## src/rtl/alu_op_sequencer_if.sv

```systemverilog
// Handshake/bus bundle between alu_op_sequencer and its environment
// (upstream op source, the registered ALU, downstream result sink).
// slave  : the sequencer side.
// master : the environment side (drives ops, ALU result and res_ready).
interface alu_op_sequencer_if #(
    parameter int AW = 2
);
    // upstream operation channel
    logic          op_valid;
    logic          op_ready;
    logic [7:0]    op_a;
    logic [7:0]    op_b;
    logic [2:0]    op_func;
    logic          op_chain;
    // ALU drive / return
    logic [7:0]    alu_in1;
    logic [7:0]    alu_in2;
    logic [2:0]    alu_func;
    logic [7:0]    alu_out;
    // downstream result channel
    logic          res_valid;
    logic          res_ready;
    logic [7:0]    res_data;
    logic [2:0]    res_func;
    // status
    logic [AW:0]   count;
    logic          busy;

    modport slave (
        input  op_valid, op_a, op_b, op_func, op_chain, alu_out, res_ready,
        output op_ready, alu_in1, alu_in2, alu_func,
               res_valid, res_data, res_func, count, busy
    );

    modport master (
        output op_valid, op_a, op_b, op_func, op_chain, alu_out, res_ready,
        input  op_ready, alu_in1, alu_in2, alu_func,
               res_valid, res_data, res_func, count, busy
    );
endinterface

```

## src/rtl/alu_op_sequencer.sv

```systemverilog
// alu_op_sequencer: buffers ALU operations in a DEPTH-entry FIFO, issues
// them one at a time to an external registered ALU, captures each result
// and holds it on a valid/ready output until accepted.
// Optional feature macro: ALU_SEQ_CHAIN_EN -- an entry with op_chain set
// takes ALU in1 from the previously captured result instead of op_a.
module alu_op_sequencer #(
    parameter  int DEPTH = 4,
    localparam int AW    = $clog2(DEPTH)
) (
    input  logic              clk,
    input  logic              rst_n,
    alu_op_sequencer_if.slave bus
);

    typedef enum logic [1:0] {
        S_IDLE = 2'd0,
        S_EXEC = 2'd1,
        S_CAPT = 2'd2,
        S_HOLD = 2'd3
    } state_t;

    localparam logic [AW:0] FULL_CNT = (AW+1)'(DEPTH);

    // FIFO storage and bookkeeping
    logic [7:0]    r_fifo_a    [DEPTH];
    logic [7:0]    r_fifo_b    [DEPTH];
    logic [2:0]    r_fifo_func [DEPTH];
    logic [AW-1:0] r_wr_ptr;
    logic [AW-1:0] r_rd_ptr;
    logic [AW:0]   r_count;

    // FSM and output registers
    state_t        r_state;
    state_t        w_state_nxt;
    logic [7:0]    r_alu_in1;
    logic [7:0]    r_alu_in2;
    logic [2:0]    r_alu_func;
    logic [2:0]    r_pend_func;
    logic          r_res_valid;
    logic [7:0]    r_res_data;
    logic [2:0]    r_res_func;

    logic          w_op_ready;
    logic          w_push;
    logic          w_pop;
    logic          w_capt;
    logic          w_res_clr;
    logic          w_fifo_nempty;
    logic [7:0]    w_head_in1;

    // op_ready depends on registered occupancy only; held low during reset
    assign w_op_ready    = rst_n && (r_count != FULL_CNT);
    assign w_push        = bus.op_valid && w_op_ready;
    assign w_fifo_nempty = (r_count != '0);

`ifdef ALU_SEQ_CHAIN_EN
    logic          r_fifo_chain [DEPTH];
    logic [7:0]    r_last_res;

    // chained entries reuse the most recent captured result as in1
    assign w_head_in1 = r_fifo_chain[r_rd_ptr] ? r_last_res : r_fifo_a[r_rd_ptr];

    // chain flag storage, written alongside the operand entry
    always_ff @(posedge clk) begin
        if (w_push) r_fifo_chain[r_wr_ptr] <= bus.op_chain;
    end

    // last captured result, source for chained operands
    always_ff @(posedge clk or negedge rst_n) begin
        if (!rst_n)      r_last_res <= '0;
        else if (w_capt) r_last_res <= bus.alu_out;
    end
`else
    logic w_unused_chain;
    assign w_unused_chain = bus.op_chain;
    assign w_head_in1     = r_fifo_a[r_rd_ptr];
`endif

    // FIFO payload write; contents need no reset since count gates reads
    always_ff @(posedge clk) begin
        if (w_push) begin
            r_fifo_a[r_wr_ptr]    <= bus.op_a;
            r_fifo_b[r_wr_ptr]    <= bus.op_b;
            r_fifo_func[r_wr_ptr] <= bus.op_func;
        end
    end

    // FIFO pointers and occupancy; pointers wrap naturally (DEPTH is 2^AW)
    always_ff @(posedge clk or negedge rst_n) begin
        if (!rst_n) begin
            r_wr_ptr <= '0;
            r_rd_ptr <= '0;
            r_count  <= '0;
        end else begin
            if (w_push) r_wr_ptr <= r_wr_ptr + 1'b1;
            if (w_pop)  r_rd_ptr <= r_rd_ptr + 1'b1;
            case ({w_push, w_pop})
                2'b10:   r_count <= r_count + 1'b1;
                2'b01:   r_count <= r_count - 1'b1;
                default: r_count <= r_count;
            endcase
        end
    end

    // FSM state register
    always_ff @(posedge clk or negedge rst_n) begin
        if (!rst_n) r_state <= S_IDLE;
        else        r_state <= w_state_nxt;
    end

    // FSM next-state: IDLE -> EXEC -> CAPT -> HOLD -> (EXEC | IDLE)
    always_comb begin
        w_state_nxt = r_state;
        case (r_state)
            S_IDLE:  if (w_fifo_nempty) w_state_nxt = S_EXEC;
            S_EXEC:  w_state_nxt = S_CAPT;
            S_CAPT:  w_state_nxt = S_HOLD;
            S_HOLD:  if (bus.res_ready) w_state_nxt = w_fifo_nempty ? S_EXEC : S_IDLE;
            default: w_state_nxt = S_IDLE;
        endcase
    end

    // FSM outputs: pop/load strobe, result capture, result release
    always_comb begin
        w_pop     = 1'b0;
        w_capt    = 1'b0;
        w_res_clr = 1'b0;
        case (r_state)
            S_IDLE: w_pop = w_fifo_nempty;
            S_CAPT: w_capt = 1'b1;
            S_HOLD: begin
                if (bus.res_ready) begin
                    w_res_clr = 1'b1;
                    w_pop     = w_fifo_nempty;
                end
            end
            default: ;
        endcase
    end

    // ALU drive registers load on every pop and otherwise hold
    always_ff @(posedge clk or negedge rst_n) begin
        if (!rst_n) begin
            r_alu_in1   <= '0;
            r_alu_in2   <= '0;
            r_alu_func  <= '0;
            r_pend_func <= '0;
        end else if (w_pop) begin
            r_alu_in1   <= w_head_in1;
            r_alu_in2   <= r_fifo_b[r_rd_ptr];
            r_alu_func  <= r_fifo_func[r_rd_ptr];
            r_pend_func <= r_fifo_func[r_rd_ptr];
        end
    end

    // result register: capture in CAPT, hold until the output handshake
    always_ff @(posedge clk or negedge rst_n) begin
        if (!rst_n) begin
            r_res_valid <= 1'b0;
            r_res_data  <= '0;
            r_res_func  <= '0;
        end else if (w_capt) begin
            r_res_valid <= 1'b1;
            r_res_data  <= bus.alu_out;
            r_res_func  <= r_pend_func;
        end else if (w_res_clr) begin
            r_res_valid <= 1'b0;
        end
    end

    assign bus.op_ready  = w_op_ready;
    assign bus.alu_in1   = r_alu_in1;
    assign bus.alu_in2   = r_alu_in2;
    assign bus.alu_func  = r_alu_func;
    assign bus.res_valid = r_res_valid;
    assign bus.res_data  = r_res_data;
    assign bus.res_func  = r_res_func;
    assign bus.count     = r_count;
    assign bus.busy      = (r_state != S_IDLE);

endmodule

```

## src/flat_wrapper.sv

```systemverilog
// flat-port wrapper written by rule: the top's interface ports become plain ports
module alu_op_sequencer_flat 
#(
    parameter  int DEPTH = 4,
    localparam int AW    = $clog2(DEPTH)
)
  (clk, rst_n, bus_op_valid, bus_op_a, bus_op_b, bus_op_func, bus_op_chain, bus_alu_out, bus_res_ready, bus_op_ready, bus_alu_in1, bus_alu_in2, bus_alu_func, bus_res_valid, bus_res_data, bus_res_func, bus_count, bus_busy);
  alu_op_sequencer_if #(.AW(($clog2(DEPTH)))) bus_i ();
  input  logic clk;
  input  logic rst_n;
  input wire logic [$bits(bus_i.op_valid)-1:0] bus_op_valid;
  input wire logic [$bits(bus_i.op_a)-1:0] bus_op_a;
  input wire logic [$bits(bus_i.op_b)-1:0] bus_op_b;
  input wire logic [$bits(bus_i.op_func)-1:0] bus_op_func;
  input wire logic [$bits(bus_i.op_chain)-1:0] bus_op_chain;
  input wire logic [$bits(bus_i.alu_out)-1:0] bus_alu_out;
  input wire logic [$bits(bus_i.res_ready)-1:0] bus_res_ready;
  output wire logic [$bits(bus_i.op_ready)-1:0] bus_op_ready;
  output wire logic [$bits(bus_i.alu_in1)-1:0] bus_alu_in1;
  output wire logic [$bits(bus_i.alu_in2)-1:0] bus_alu_in2;
  output wire logic [$bits(bus_i.alu_func)-1:0] bus_alu_func;
  output wire logic [$bits(bus_i.res_valid)-1:0] bus_res_valid;
  output wire logic [$bits(bus_i.res_data)-1:0] bus_res_data;
  output wire logic [$bits(bus_i.res_func)-1:0] bus_res_func;
  output wire logic [$bits(bus_i.count)-1:0] bus_count;
  output wire logic [$bits(bus_i.busy)-1:0] bus_busy;
  assign bus_i.op_valid = bus_op_valid;
  assign bus_i.op_a = bus_op_a;
  assign bus_i.op_b = bus_op_b;
  assign bus_i.op_func = bus_op_func;
  assign bus_i.op_chain = bus_op_chain;
  assign bus_i.alu_out = bus_alu_out;
  assign bus_i.res_ready = bus_res_ready;
  assign bus_op_ready = bus_i.op_ready;
  assign bus_alu_in1 = bus_i.alu_in1;
  assign bus_alu_in2 = bus_i.alu_in2;
  assign bus_alu_func = bus_i.alu_func;
  assign bus_res_valid = bus_i.res_valid;
  assign bus_res_data = bus_i.res_data;
  assign bus_res_func = bus_i.res_func;
  assign bus_count = bus_i.count;
  assign bus_busy = bus_i.busy;
  alu_op_sequencer #(.DEPTH(DEPTH)) u_core (.clk(clk), .rst_n(rst_n), .bus(bus_i));
endmodule
```

## config.mk

```make
export PLATFORM = sky130hd
export DESIGN_NAME = alu_op_sequencer_flat
export DESIGN_NICKNAME = d
export VERILOG_FILES = /design/src/rtl/alu_op_sequencer_if.sv /design/src/rtl/alu_op_sequencer.sv /design/src/flat_wrapper.sv
export SDC_FILE = /design/constraint.sdc
export NUM_CORES = 1
export LEC_CHECK = 0
export BUFFER_PORTS_ARGS = -buffer_cell sky130_fd_sc_hd__buf_4
export CELL_PAD_IN_SITES_DETAIL_PLACEMENT = 0
export CELL_PAD_IN_SITES_GLOBAL_PLACEMENT = 2
export CORE_MARGIN = 1.5
export CORE_UTILIZATION = 43
export CTS_CLUSTER_SIZE = 8
export DETAILED_ROUTE_END_ITERATION = 10
export GPL_ROUTABILITY_DRIVEN = 0
export PLACE_DENSITY = 0.79
export SYNTH_ARGS = -nofsm -noshare
export SYNTH_HDL_FRONTEND = slang
export SYNTH_SLANG_ARGS = --single-unit
```

## constraint.sdc

```tcl
create_clock -name clk -period 2.9 [get_ports clk]
set_clock_uncertainty 0.05 [all_clocks]
set_input_delay 0 -clock clk [delete_from_list [all_inputs] [get_ports clk]]
set_output_delay 0 -clock clk [all_outputs]
set_load 0.005 [all_outputs]
```

==> flow_metrics.py <==
metrics = {
    "run_status": {
        "run_status": "complete, no violations",
    },
    "synth": {
        "synth.top_cell.area_share_pct": 49.7,
        "yosys.area_share.xor_xnor_pct": 1.15,
        "synth-compound-area-share_pct": 1.17,
        "synthSimpleGateAreaFrac_pct": 2.43,
        "post_synth_num_cell_types": 30,
        "dominant_register_cell_in_the_synthesized_netlist": "edfxtp_1",
        "main_combinational_cell_family_by_area_after_synthesis": "multiplexers",
        "async_reset_ff_share_pct": 34.5,
        "synth-warning-count": 0,
        "yosys.area_share.adder_pct": 2.89,
        "combined_area_of_all_synthesized_cells_mm2": 0.00459,
        "synth_top_cell_by_area": "edfxtp_1",
        "synth-edff-count": 76,
        "syn_nets": 262,
        "synth.mux.area_fraction_pct": 19.0,
        "synth_sequential_area_ratio_pct": 71.6,
        "netlist_instances": 220,
        "synth.area.top_cells": "edfxtp_1 50%, dfrtp_1 22%, mux4_2 8.8%",
        "postSynthRegisterBits": 116,
        "syn_avg_cell_area_um2": 20.9,
    },
    "sta": {
        "finalHoldWorstSlack_ns": 0.123,
        "setup_repair_after_global_routing_missed_its_margin": "no",
        "final-hold-violation-count": 0,
        "period_share_pct": 77.3,
        "period_needed_ns": 2.24,
        "worstMarginPinSlew_ns": 0.553,
        "final.setup.tns_ns": 0,
        "finalSetupViolations": 0,
        "max_fclk_mhz": 446,
        "maxSlewHeadroom_pct": 63.1,
        "timing.final.max_slew_violations": 0,
    },
    "route": {
        "antenna_left": 0,
        "route.detailed.drc": 0,
        "number_of_iterations_in_the_first_detailed_routing_pass": 4,
        "num_vias": 2320,
        "avgViaCountPerCell": 4.77,
        "first_iter_violations": 56,
        "detail_route.wirelength_mm": 7.88,
        "route.detailed.wl_per_inst_um": 16.2,
    },
    "global_route": {
        "grt_max_degree": 42,
        "initial_antenna_violation_count": 0,
        "grt_first_pass_wirelength_mm": 12.6,
        "grt_use_total_pct": 15.5,
        "vias_in_the_first_global_route": 2402,
        "grt.overflow.total": 0,
    },
    "floorplan": {
        "core_area_mm2": 0.0103,
        "die_w_um": 106,
        "die-area_mm2": 0.0113,
        "initial_standard_cell_utilization_of_the_core_pct": 44.4,
        "die_height_um": 106,
        "num_io_pins": 68,
        "floorplan.rows": 37,
    },
    "worst_hold_path": {
        "hold_class": "in -> async",
    },
    "setup_path": {
        "worst-endpoint-required_ns": 3.23,
        "criticalPathCategory": "reg -> reg",
        "timing.critical_path.arrival_ns": 2.57,
        "cp_max_fo": 4,
        "timing.critical_path.to_type": "flop",
        "worst_setup_sp_type": "flop",
        "setup.reg_to_reg.worst_slack_ns": 0.66,
    },
    "final_layout": {
        "multiInputGateArea_mm2": 0.00122,
        "layout-area-overhead-vs-synth_pct": 34.3,
        "antenna_cells": 0,
        "post-route-cell-area_mm2": 0.00616,
        "final_nets": 379,
        "drive_above_1_share_pct": 46.0,
        "fillerInstances": 776,
        "sequential_cell_area_mm2": 0.00328,
    },
    "cts": {
        "clock_latency_ns": 0.50,
        "cts-buffers-inserted": 17,
        "post_cts.resized_instances": 0,
        "ctsHoldBuffers": 30,
        "clock_sink_count": 116,
        "cts_tree": "done",
        "cts_post_setup_buffers_inserted": 0,
        "cts_max_level": 4,
        "cts.reportedPaths.clkPinSlew_ns": 0.06,
        "cts_buffer_depth": 2,
        "cts_root_buffer": "clkbuf_8",
    },
    "run": {
        "cap_viol_max_count": 0,
    },
    "placement": {
        "numPortBuffers": 66,
        "dpl_cell_area_mm2": 0.00526,
        "dp_hpwl_mm": 4.84,
    },
    "power_and_ir_drop": {
        "cellLeakagePower_nw": 2.45,
        "power.ir.vdd_worst_v": 0.000427,
        "power_density_mw_per_mm2": 1060,
    },
}
==> critical path: stages (launching register included) <==
cell,delay (ns)
dfrtp_1,0.40
inv_1,0.09
ha_1,0.24
a21oi_1,0.27
nor3_4,0.06
ha_1,0.24
fa_1,0.39
xnor2_1,0.17
nor2_1,0.06
xor2_1,0.13
==> state kept, by name, summed over array words and instances (netlist names) <==
register and flops:
u_core.bus.alu_func 3, u_core.bus.alu_in1 8, u_core.bus.alu_in2 8, u_core.bus.count 3, u_core.bus.res_data 8, u_core.bus.res_func 3
u_core.bus.res_valid 1, u_core.r_fifo_a 32, u_core.r_fifo_b 32, u_core.r_fifo_func 12, u_core.r_rd_ptr 2, u_core.r_state 2
u_core.r_wr_ptr 2
==> report_power, final <==
group	leakage (nW)	internal, W	switching, W
registers	1.16	0.00220	0.000272
clock network	0.299	0.00132	0.000711
logic	0.988	0.00127	0.000778
total	2.45	0.00478	0.00176
==> metal layers <==
layer	GRT usage (%)	share of wire (%)
met1	19.3	45
met2	25.1	50
met3	4.54	3.4
met4	7.24	1.6
met5	0	0
==> area by class of cell <==
cell class	instances	area share, %
Sequential cell	116	53.3
Clock inverter	9	1.38
Multi-Input combinational cell	90	19.8
Inverter	7	0.427
Timing Repair Buffer	105	14.0
Clock buffer	23	8.29
Tap cell	136	2.76
==> placed cells by master, fill, tap and decap left out, types with 2 or more instances in the layout <==
master and instances:
mux4_2 18, inv_1 7, ha_1 9, buf_4 75
mux2_2 14, nor3_4 2, xor2_1 3, clkbuf_8 2
inv_4 3, nor2_1 2, xnor2_1 3, nand2_1 3
clkinv_2 2, edfxtp_1 76, dfrtp_1 40, clkbuf_16 19
mux2_4 18, dlygate4sd3_1 30, clkbuf_1 2, clkinv_4 2
and2_1 4
==> Yosys cell counts, types with 2 or more instances <==
master     n
and2_1     4
buf_6      4
clkbuf_1   2
dfrtp_1   40
edfxtp_1  76
ha_1       9
inv_1      7
mux2_2    14
mux2_4    18
mux4_2    18
nand2_1    3
nor2_1     2
nor3_4     2
xnor2_1    3
xor2_1     3
==> cells by family after synthesis <==
logic type	count (synthesis)
mux	52
fa+ha+maj	10
buf+inv	14
compound gates	7
simple gates	15
flops	116
xor+xnor	6
==> worst paths after layout <==
kind	from	to	cells past startpoint
worst max-delay path	u_core.r_state[0]	u_core.bus.count[2]	9
worst min-delay path	rst_n	u_core.bus.alu_in1[3]	3
worst max register to register	u_core.r_state[0]	u_core.bus.count[2]	9
worst min register to register	u_core.bus.res_valid	u_core.bus.res_valid	1
max in group asynchronous	rst_n	u_core.bus.res_func[2]	3
min in group clk	bus_op_a[0]	u_core.r_fifo_a[2][0]	2
==> stage by stage <==
stage | power (W) | setup WS [ns] | instances | util (%)
after floorplan | 0.00384 | 0.655 | 220 | -
after global placement | 0.00452 | 0.705 | 424 | 51.0
after detailed placement | 0.00456 | 0.668 | 424 | 51.0
after CTS | 0.00664 | 0.646 | 486 | 59.7
after global routing | 0.00691 | 0.427 | 486 | 59.7
final | 0.00654 | 0.658 | 486 | 59.7
Note: power is estimated with default switching activity, not from simulation.
